===== config.mk =====
export PLATFORM = sky130hd
export DESIGN_NAME = signed_peak_tracker_flat
export DESIGN_NICKNAME = d
export VERILOG_FILES = /design/src/rtl/signed_peak_tracker_if.sv /design/src/rtl/signed_peak_tracker.sv /design/src/flat_wrapper.sv
export SDC_FILE = /design/constraint.sdc
export NUM_CORES = 1
export LEC_CHECK = 0
export ABC_AREA = 1
export CORE_MARGIN = 3
export CORE_UTILIZATION = 50
export CTS_CLUSTER_SIZE = 40
export DETAILED_ROUTE_END_ITERATION = 7
export PLACE_DENSITY = 0.77
export SYNTH_ARGS = -nofsm -noshare
export SYNTH_HDL_FRONTEND = slang
export SYNTH_SLANG_ARGS = --single-unit

===== constraint.sdc =====
create_clock -name clk -period 5.1 [get_ports clk]
set_clock_uncertainty 0.2 [all_clocks]
set_input_delay 1.02 -clock clk [delete_from_list [all_inputs] [get_ports clk]]
set_output_delay 1.02 -clock clk [all_outputs]
set_load 0.1 [all_outputs]

===== src/rtl/signed_peak_tracker_if.sv =====
// Sample-in / frame-result-out bundle for signed_peak_tracker; out_trough exists only with PEAK_TROUGH_EN.
// The master modport drives samples and result acceptance; the slave modport is the tracker.
interface signed_peak_tracker_if #(
  parameter int WIDTH = 3
);
  logic             clear;
  logic             in_valid;
  logic [WIDTH-1:0] in_data;
  logic             in_ready;
  logic             out_valid;
  logic             out_ready;
  logic [WIDTH-1:0] out_peak;
  logic [7:0]       sample_cnt;
`ifdef PEAK_TROUGH_EN
  logic [WIDTH-1:0] out_trough;
`endif

  modport master (
    output clear, in_valid, in_data, out_ready,
`ifdef PEAK_TROUGH_EN
    input  out_trough,
`endif
    input  in_ready, out_valid, out_peak, sample_cnt
  );

  modport slave (
    input  clear, in_valid, in_data, out_ready,
`ifdef PEAK_TROUGH_EN
    output out_trough,
`endif
    output in_ready, out_valid, out_peak, sample_cnt
  );
endinterface


===== src/rtl/signed_peak_tracker.sv =====
// Running signed max over FRAME_LEN samples (min too with PEAK_TROUGH_EN); result registered 1 cycle after the last accept.
// Backpressure: in_ready drops while a result waits in DONE; no accept/handoff overlap.
module signed_peak_tracker #(
  parameter int WIDTH     = 3,
  parameter int FRAME_LEN = 8
) (
  input logic                  clk,
  input logic                  rst_n,
  signed_peak_tracker_if.slave bus
);
  localparam logic [1:0] IDLE  = 2'd0;
  localparam logic [1:0] ACCUM = 2'd1;
  localparam logic [1:0] DONE  = 2'd2;
  localparam logic [7:0] FRAME_LEN_C = FRAME_LEN[7:0];

  logic [1:0]              state_q, state_d;
  logic [7:0]              cnt_q, cnt_d;
  logic signed [WIDTH-1:0] peak_q, peak_d;
  logic [WIDTH-1:0]        out_peak_q, out_peak_d;
  logic                    out_valid_q, out_valid_d;
  logic signed [WIDTH-1:0] din_s;
  logic signed [WIDTH-1:0] peak_nxt;
  logic [7:0]              cnt_inc;
  logic                    in_ready_w;
  logic                    accept;
  logic                    last;

  assign din_s      = bus.in_data;
  assign in_ready_w = (state_q != DONE);
  assign accept     = bus.in_valid && in_ready_w;
  assign cnt_inc    = cnt_q + 8'd1;
  assign last       = (cnt_inc == FRAME_LEN_C);

  // The first sample of a frame seeds the tracker; ties keep the held value.
  always_comb begin
    peak_nxt = peak_q;
    if (state_q == IDLE || din_s > peak_q) peak_nxt = din_s;
  end

`ifdef PEAK_TROUGH_EN
  logic signed [WIDTH-1:0] trough_q, trough_d, trough_nxt;
  logic [WIDTH-1:0]        out_trough_q, out_trough_d;

  always_comb begin
    trough_nxt = trough_q;
    if (state_q == IDLE || din_s < trough_q) trough_nxt = din_s;
  end
`endif

  always_comb begin
    state_d     = state_q;
    cnt_d       = cnt_q;
    peak_d      = peak_q;
    out_peak_d  = out_peak_q;
    out_valid_d = out_valid_q;
`ifdef PEAK_TROUGH_EN
    trough_d     = trough_q;
    out_trough_d = out_trough_q;
`endif
    if (bus.clear) begin
      state_d     = IDLE;
      cnt_d       = 8'd0;
      out_valid_d = 1'b0;
    end else if (out_valid_q && bus.out_ready) begin
      state_d     = IDLE;
      cnt_d       = 8'd0;
      out_valid_d = 1'b0;
    end else if (accept) begin
      peak_d = peak_nxt;
      cnt_d  = cnt_inc;
`ifdef PEAK_TROUGH_EN
      trough_d = trough_nxt;
`endif
      if (last) begin
        state_d     = DONE;
        out_valid_d = 1'b1;
        out_peak_d  = peak_nxt;
`ifdef PEAK_TROUGH_EN
        out_trough_d = trough_nxt;
`endif
      end else begin
        state_d = ACCUM;
      end
    end
  end

  always_ff @(posedge clk) begin
    if (!rst_n) begin
      state_q     <= IDLE;
      cnt_q       <= 8'd0;
      peak_q      <= '0;
      out_peak_q  <= '0;
      out_valid_q <= 1'b0;
`ifdef PEAK_TROUGH_EN
      trough_q     <= '0;
      out_trough_q <= '0;
`endif
    end else begin
      state_q     <= state_d;
      cnt_q       <= cnt_d;
      peak_q      <= peak_d;
      out_peak_q  <= out_peak_d;
      out_valid_q <= out_valid_d;
`ifdef PEAK_TROUGH_EN
      trough_q     <= trough_d;
      out_trough_q <= out_trough_d;
`endif
    end
  end

  assign bus.in_ready   = in_ready_w;
  assign bus.out_valid  = out_valid_q;
  assign bus.out_peak   = out_peak_q;
  assign bus.sample_cnt = cnt_q;
`ifdef PEAK_TROUGH_EN
  assign bus.out_trough = out_trough_q;
`endif
endmodule


===== src/flat_wrapper.sv =====
// flat-port wrapper written by rule: the top's interface ports become plain ports
module signed_peak_tracker_flat 
#(
  parameter int WIDTH     = 3,
  parameter int FRAME_LEN = 8
)
  (clk, rst_n, bus_clear, bus_in_valid, bus_in_data, bus_out_ready, bus_in_ready, bus_out_valid, bus_out_peak, bus_sample_cnt);
  signed_peak_tracker_if #(.WIDTH(WIDTH)) bus_i ();
  input logic clk;
  input logic rst_n;
  input wire logic [$bits(bus_i.clear)-1:0] bus_clear;
  input wire logic [$bits(bus_i.in_valid)-1:0] bus_in_valid;
  input wire logic [$bits(bus_i.in_data)-1:0] bus_in_data;
  input wire logic [$bits(bus_i.out_ready)-1:0] bus_out_ready;
  output wire logic [$bits(bus_i.in_ready)-1:0] bus_in_ready;
  output wire logic [$bits(bus_i.out_valid)-1:0] bus_out_valid;
  output wire logic [$bits(bus_i.out_peak)-1:0] bus_out_peak;
  output wire logic [$bits(bus_i.sample_cnt)-1:0] bus_sample_cnt;
  assign bus_i.clear = bus_clear;
  assign bus_i.in_valid = bus_in_valid;
  assign bus_i.in_data = bus_in_data;
  assign bus_i.out_ready = bus_out_ready;
  assign bus_in_ready = bus_i.in_ready;
  assign bus_out_valid = bus_i.out_valid;
  assign bus_out_peak = bus_i.out_peak;
  assign bus_sample_cnt = bus_i.sample_cnt;
  signed_peak_tracker #(.WIDTH(WIDTH), .FRAME_LEN(FRAME_LEN)) u_core (.clk(clk), .rst_n(rst_n), .bus(bus_i));
endmodule

==> flow_metrics.env, run 1 <==
export IMPL_die_w_um=53.96
export IMPL_ys_warn_count=0
export IMPL_syn_cell_area_um2=1150
export IMPL_max_stage_delay_ns=1.21
export IMPL_path_cells="clkdlybuf4s50_1"
export IMPL_wirelength_um=2361
export IMPL_place_inst=214
export IMPL_ctsResizeCount=0
export IMPL_switching_share_pct=32.26
export IMPL_cts_tree="done"
export IMPL_syn_to_final_growth_pct=20.35
export IMPL_multiInputGateArea_um2=654.4
export IMPL_grt_usage_pct=19.57
export IMPL_wire_per_inst_um=10.83
export IMPL_holdBufCountCts=0
export IMPL_io_pins=21
export IMPL_vdd_drop_max_uv=165.2
export IMPL_antenna_found_initial=0
export IMPL_synth_seq_area_share_pct=29.60
export IMPL_syn_nets=184
export IMPL_synth_top_area_share_pct=29.60
export IMPL_path_buf_inv=1
export IMPL_dieArea_um2=2911
export IMPL_r2r_cells=10
export IMPL_rsz0062_at_grt="no"
export IMPL_core_area_um2=2062
export IMPL_syn_inst=171
export IMPL_dp_final_hpwl_um=1853
export IMPL_intPower_uw=184.3
export IMPL_maxSlewViolCount=0
export IMPL_clkLatencyLatePin_ns=0.30
export IMPL_crit_path_max_fanout=9
export IMPL_fmax_ghz=0.3039
export IMPL_nFillCells=191
export IMPL_clk_path_buf_depth=2
export IMPL_regArea_um2=340.3
export IMPL_crit_type="flip-flop to output pin"
export IMPL_max_cap_violations=0
export IMPL_arrival_ns=2.07
export IMPL_setup_violations=0
export IMPL_fin_crit_sh_pct=64.53
export IMPL_cts_setup_buffers=0
export IMPL_cp_end_kind="output pin"
export IMPL_startpoint_type="flip-flop"
export IMPL_comb_power_share_pct=20.1
export IMPL_critical_path_top_delay_family="buffers and inverters"
export IMPL_reg2reg_to="u_core.bus.out_peak[1]"
export IMPL_grt_overflow_total=0
export IMPL_period_needed_ns=3.291
export IMPL_path_clk_slew_ns=0.11
export IMPL_route_detailed_drc=0
export IMPL_grt_pass1_wl_um=4153
export IMPL_power_switching_uw=87.75
export IMPL_initial_core_util_pct=55.76
export IMPL_holdCritStartpoint="u_core.bus.out_valid"
export IMPL_power_frac_clock_pct=28.0
export IMPL_routabilityCongestion=0.8447
export IMPL_fp_dieH_um=53.96
export IMPL_grt_pass1_vias=1002
export IMPL_drive_gt1_share_pct=14.14
export IMPL_first_pass_iters=4
export IMPL_cts_num_sinks=17
export IMPL_status="finished, final reports clean"
export IMPL_cp_required_ns=3.88
export IMPL_io_buffers=20
export IMPL_holdPathStages=2
export IMPL_seqPwrFrac_pct=51.9
export IMPL_rr_startpoint="u_core.bus.sample_cnt[1]"
export IMPL_leakage_uw=0.0006014
export IMPL_fin_nets=205
export IMPL_fin_setup_tns_ns=0
export IMPL_hold_violations=0
export IMPL_cts_root_buf="clkbuf_4"
export IMPL_synth_top_area_cell="dfxtp_1"
export IMPL_power_density_nw_per_um2=196.6
export IMPL_slowest_stage="clkdlybuf4s50_1"
export IMPL_syn_avg_cell_area_um2=6.724
export IMPL_worstMarginPinSlew_ns=0.9707
export IMPL_num_vias=1070
export IMPL_yosysUniqueCellTypes=30
export IMPL_antennaDiodeCount=0
export IMPL_num_rows=16
export IMPL_cp_startpoint="u_core.bus.sample_cnt[2]"
export IMPL_cts_max_level=1
export IMPL_synth_area_top_cells="dfxtp_1 30%, nand2_1 15%, inv_1 10%"
export IMPL_cts_buffers=3
export IMPL_min_to="u_core.bus.out_valid"
export IMPL_vias_per_cell=4.908
export IMPL_final_cells=218
export IMPL_relSlewSlack_pct=35.08
export IMPL_hp_class="flip-flop to flip-flop"
export IMPL_grt_max_degree=14
export IMPL_ys_ff_latch=17
export IMPL_drt_iter0_drc=16
export IMPL_rrSetupSlack_ns=3.07
export IMPL_drtAntennaViolNets=0
tightest hold or removal path, cell delays in order, from the launching register on:
cell     delay [ns]
dfxtp_1        0.35
inv_1          0.07
a21oi_2        0.05
area by class of cell:
cell class                 instances  share of cell area, %
timing repair buffer              20                  14.47
clock inverter                     1                 0.3617
tap                               27                  2.441
clock buffer                       3                  1.627
inverter                          34                  9.222
multi-input combinational        116                  47.29
sequential                        17                  24.59
layout by cell type (no fill, tap or decap), types with 2 or more instances in the layout:
master / n
nor2_1: 10
clkdlybuf4s50_1: 20
nand4_1: 6
a21oi_1: 8
nand3_1: 7
inv_2: 2
nand2_2: 4
nor2_4: 2
nand2_1: 46
nand3_2: 2
o211ai_1: 3
o21ai_0: 5
ha_1: 5
clkbuf_4: 3
inv_1: 31
nor2_2: 6
dfxtp_1: 17
a21oi_2: 3
worst max-delay path by stage:
stage / cells after the start / to
6_report: 1 / bus_sample_cnt[2]
3_5_place_dp: 1 / bus_sample_cnt[2]
5_1_grt: 1 / bus_sample_cnt[2]
3_3_place_gp: 1 / bus_sample_cnt[2]
4_1_cts: 1 / bus_sample_cnt[2]
2_1_floorplan: 10 / u_core.bus.out_peak[0]
power groups by stage:
| stage | registers, uW | logic, uW | clock network, uW |
|---|---|---|---|
| after CTS | 141 | 54.7 | 78.6 |
| after global routing | 142 | 60.7 | 83.2 |
| after detailed placement | 144 | 54.5 | 0 |
| after floorplan | 156 | 27.9 | 0 |
| final | 141 | 54.5 | 76.3 |
| after global placement | 144 | 53.2 | 0 |
Yosys cell counts (all sizes together):
library cell / instances
clkinv: 1
o21ai: 7
o211ai: 3
clkbuf: 1
o21bai: 1
dfxtp: 17
ha: 5
nand4: 7
a21boi: 1
nand3b: 1
nand3: 10
nand2: 50
a21oi: 12
buf: 3
inv: 33
a211oi: 1
nor2: 18
logic make-up (layout without fill, tap and decap cells):
family	count (synthesis)	after routing	synth area share, %
AOI/OAI and AO/OA	25	25	14.47
adders and majority gates	5	5	5.441
buffers and inverters	38	58	13.49
DFF	17	17	29.60
and+or+nand+nor	86	86	37.00
sequential cells by signal (all words and copies together) (netlist names):
| signal | count |
|---|---|
| u_core.bus.sample_cnt | 8 |
| u_core.bus.out_valid | 1 |
| u_core.state_q | 2 |
| u_core.peak_q | 3 |
| u_core.bus.out_peak | 3 |
metal layers:
layer | vias up | part of all wire (%) | global-route usage [%]
met5 | - | 0 | 0
met4 | 0 | 0.72 | 3.830
met3 | 4 | 3.7 | 5.817
met2 | 14 | 50 | 35.69
met1 | 469 | 45 | 22.28
li1 | 583 | - | -
metrics by stage:
stage | utilization [%] | cell area [um2] | setup slack [ns] | power (uW) | hold WS [ns]
2_1_floorplan | - | 1150 | 2.599 | 184.1 | 0.2668
3_3_place_gp | 65.78 | 1356 | 2.183 | 197.1 | 0.2863
3_5_place_dp | 65.78 | 1356 | 2.160 | 198.7 | 0.2913
4_1_cts | 67.11 | 1384 | 1.809 | 274.5 | 0.3065
5_1_grt | 67.11 | 1384 | 1.759 | 286.0 | 0.3369
6_report | 67.11 | 1384 | 1.809 | 272.0 | 0.3041
Power figures use the tool's default switching activity.
==> run 2, diff against run 1 <==
Clock period 5.1 ns to 3.4 ns, I/O delays scaled along.
==> run 2 against run 1 <==
Cell area decreased by 2.4%. Register-to-register slack lost 1.7 ns. Combinational power up 51%. Hold slack improved by 0.0052 ns.
==> flow_metrics.env, run 2 (synthesis results as in run 1) <==
export IMPL_rrSetupSlack_ns=1.40
export IMPL_maxSlewViolCount=0
export IMPL_grt_usage_pct=19.61
export IMPL_first_pass_iters=4
export IMPL_fin_crit_sh_pct=67.58
export IMPL_vdd_drop_max_uv=234.2
export IMPL_cts_max_level=1
export IMPL_vias_per_cell=5.106
export IMPL_antennaDiodeCount=0
export IMPL_dp_final_hpwl_um=1896
export IMPL_startpoint_type="input pin"
export IMPL_leakage_uw=0.0006220
export IMPL_period_needed_ns=2.298
export IMPL_syn_to_final_growth_pct=17.41
export IMPL_core_area_um2=2062
export IMPL_worstMarginPinSlew_ns=0.3900
export IMPL_min_to="u_core.state_q[0]"
export IMPL_num_vias=1113
export IMPL_cts_setup_buffers=0
export IMPL_antenna_found_initial=0
export IMPL_cts_tree="done"
export IMPL_final_cell_mix="46 x nand2_1, 31 x inv_1, 17 x dfxtp_1"
export IMPL_seqPwrFrac_pct=52.1
export IMPL_path_clk_slew_ns=0.11
export IMPL_cts_num_sinks=17
export IMPL_multiInputGateArea_um2=654.4
export IMPL_cts_buffers=3
export IMPL_fmax_ghz=0.4352
export IMPL_clkLatencyLatePin_ns=0.29
export IMPL_clk_path_buf_depth=2
export IMPL_fp_dieH_um=53.96
export IMPL_nFillCells=186
export IMPL_cp_required_ns=3.40
export IMPL_hold_violations=0
export IMPL_wirelength_um=2428
export IMPL_grt_pass1_wl_um=4243
export IMPL_crit_type="input pin to flip-flop"
export IMPL_setup_violations=0
export IMPL_holdPathStages=2
export IMPL_drt_iter0_drc=21
export IMPL_dieArea_um2=2911
export IMPL_reg2reg_to="u_core.bus.out_peak[1]"
export IMPL_r2r_cells=10
export IMPL_arrival_ns=2.30
export IMPL_layout_commonest_cell="nand2_1"
export IMPL_status="finished, final reports clean"
export IMPL_cp_end_kind="flip-flop"
export IMPL_io_pins=21
export IMPL_grt_busiest_layer="met2"
export IMPL_grt_overflow_total=0
export IMPL_cts_root_buf="clkbuf_4"
export IMPL_use_met1_pct=23.91
export IMPL_num_rows=16
export IMPL_power_switching_uw=130.1
export IMPL_switching_share_pct=31.95
export IMPL_intPower_uw=277.2
export IMPL_initial_core_util_pct=55.76
export IMPL_comb_power_share_pct=20.2
export IMPL_fin_setup_tns_ns=0
export IMPL_regArea_um2=340.3
export IMPL_fin_util_pct=65.47
export IMPL_grt_pass1_vias=1062
export IMPL_rr_startpoint="u_core.bus.sample_cnt[0]"
export IMPL_ctsResizeCount=0
export IMPL_rsz0062_at_grt="no"
export IMPL_power_density_nw_per_um2=301.8
export IMPL_holdCritStartpoint="u_core.state_q[0]"
export IMPL_max_cap_violations=0
export IMPL_relSlewSlack_pct=73.97
export IMPL_crit_path_max_fanout=4
export IMPL_drive_gt1_share_pct=20.42
export IMPL_power_frac_clock_pct=27.7
export IMPL_routabilityCongestion=0.7781
export IMPL_holdBufCountCts=0
export IMPL_die_w_um=53.96
export IMPL_grt_max_degree=14
export IMPL_gr_usage_met2_pct=35.08
export IMPL_largest_reg_flops=8
export IMPL_io_buffers=20
export IMPL_wire_per_inst_um=11.14
export IMPL_drtAntennaViolNets=0
export IMPL_grt_met3_usage_pct=2.493
export IMPL_hp_class="flip-flop to flip-flop"
export IMPL_fin_nets=205
export IMPL_route_detailed_drc=0
[run 2: layout make-up]
| cell class | instances | area share, % |
|---|---|---|
| inverters | 34 | 9.453 |
| clock buffers | 4 | 1.946 |
| repair buffers | 20 | 12.42 |
| flip-flops and latches | 17 | 25.21 |
| well taps | 27 | 2.502 |
| multi-input cells | 116 | 48.47 |
[run 2: stage by stage]
stage	cell area (um2)	power, uW	cells	hold slack (ns)	setup slack [ns]
after floorplan	1150	276.1	171	0.2668	0.8991
after global placement	1324	294.5	214	0.2872	0.9068
after detailed placement	1324	298.8	214	0.2935	0.8090
after CTS	1350	410.5	218	0.3092	1.119
after global routing	1350	424.8	218	0.3306	1.018
final	1350	407.4	218	0.3093	1.102
[run 2: power by group through the flow]
stage	registers [uW]	logic (uW)	clock network, uW
3_3_place_gp	216	78.5	0
6_report	212	82.5	113
3_5_place_dp	217	82.2	0
4_1_cts	212	82.4	116
2_1_floorplan	234	41.9	0
5_1_grt	213	90.2	121
[run 2: how the worst max path moves through the flow]
stage	from	to	slack, ns	cells past startpoint
CTS	bus_in_data[1]	u_core.bus.out_peak[1]	1.12	10
detailed placement	bus_in_data[1]	u_core.bus.out_peak[1]	0.81	10
global route	bus_in_data[0]	u_core.peak_q[1]	1.02	11
floorplan	u_core.bus.sample_cnt[0]	u_core.bus.out_peak[0]	0.90	10
global placement	bus_in_data[0]	u_core.bus.out_peak[1]	0.91	11
finish	bus_in_data[1]	u_core.bus.out_peak[1]	1.10	10
[run 2: worst max-delay path, cell delays in order]
cell	delay (ns)
clkdlybuf4s50_1	0.44
ha_1	0.33
a21boi_0	0.19
nand2_1	0.13
nand2_1	0.13
nand2_1	0.06
nand2_1	0.09
nand4_1	0.10
nand2_1	0.11
nor2_2	0.04
[run 2: per-layer routing]
layer | vias to the layer above | part of all wire [%]
met5 | - | 0
met4 | 0 | 0.86
met3 | 4 | 3.5
met2 | 22 | 50
met1 | 505 | 45
li1 | 582 | -
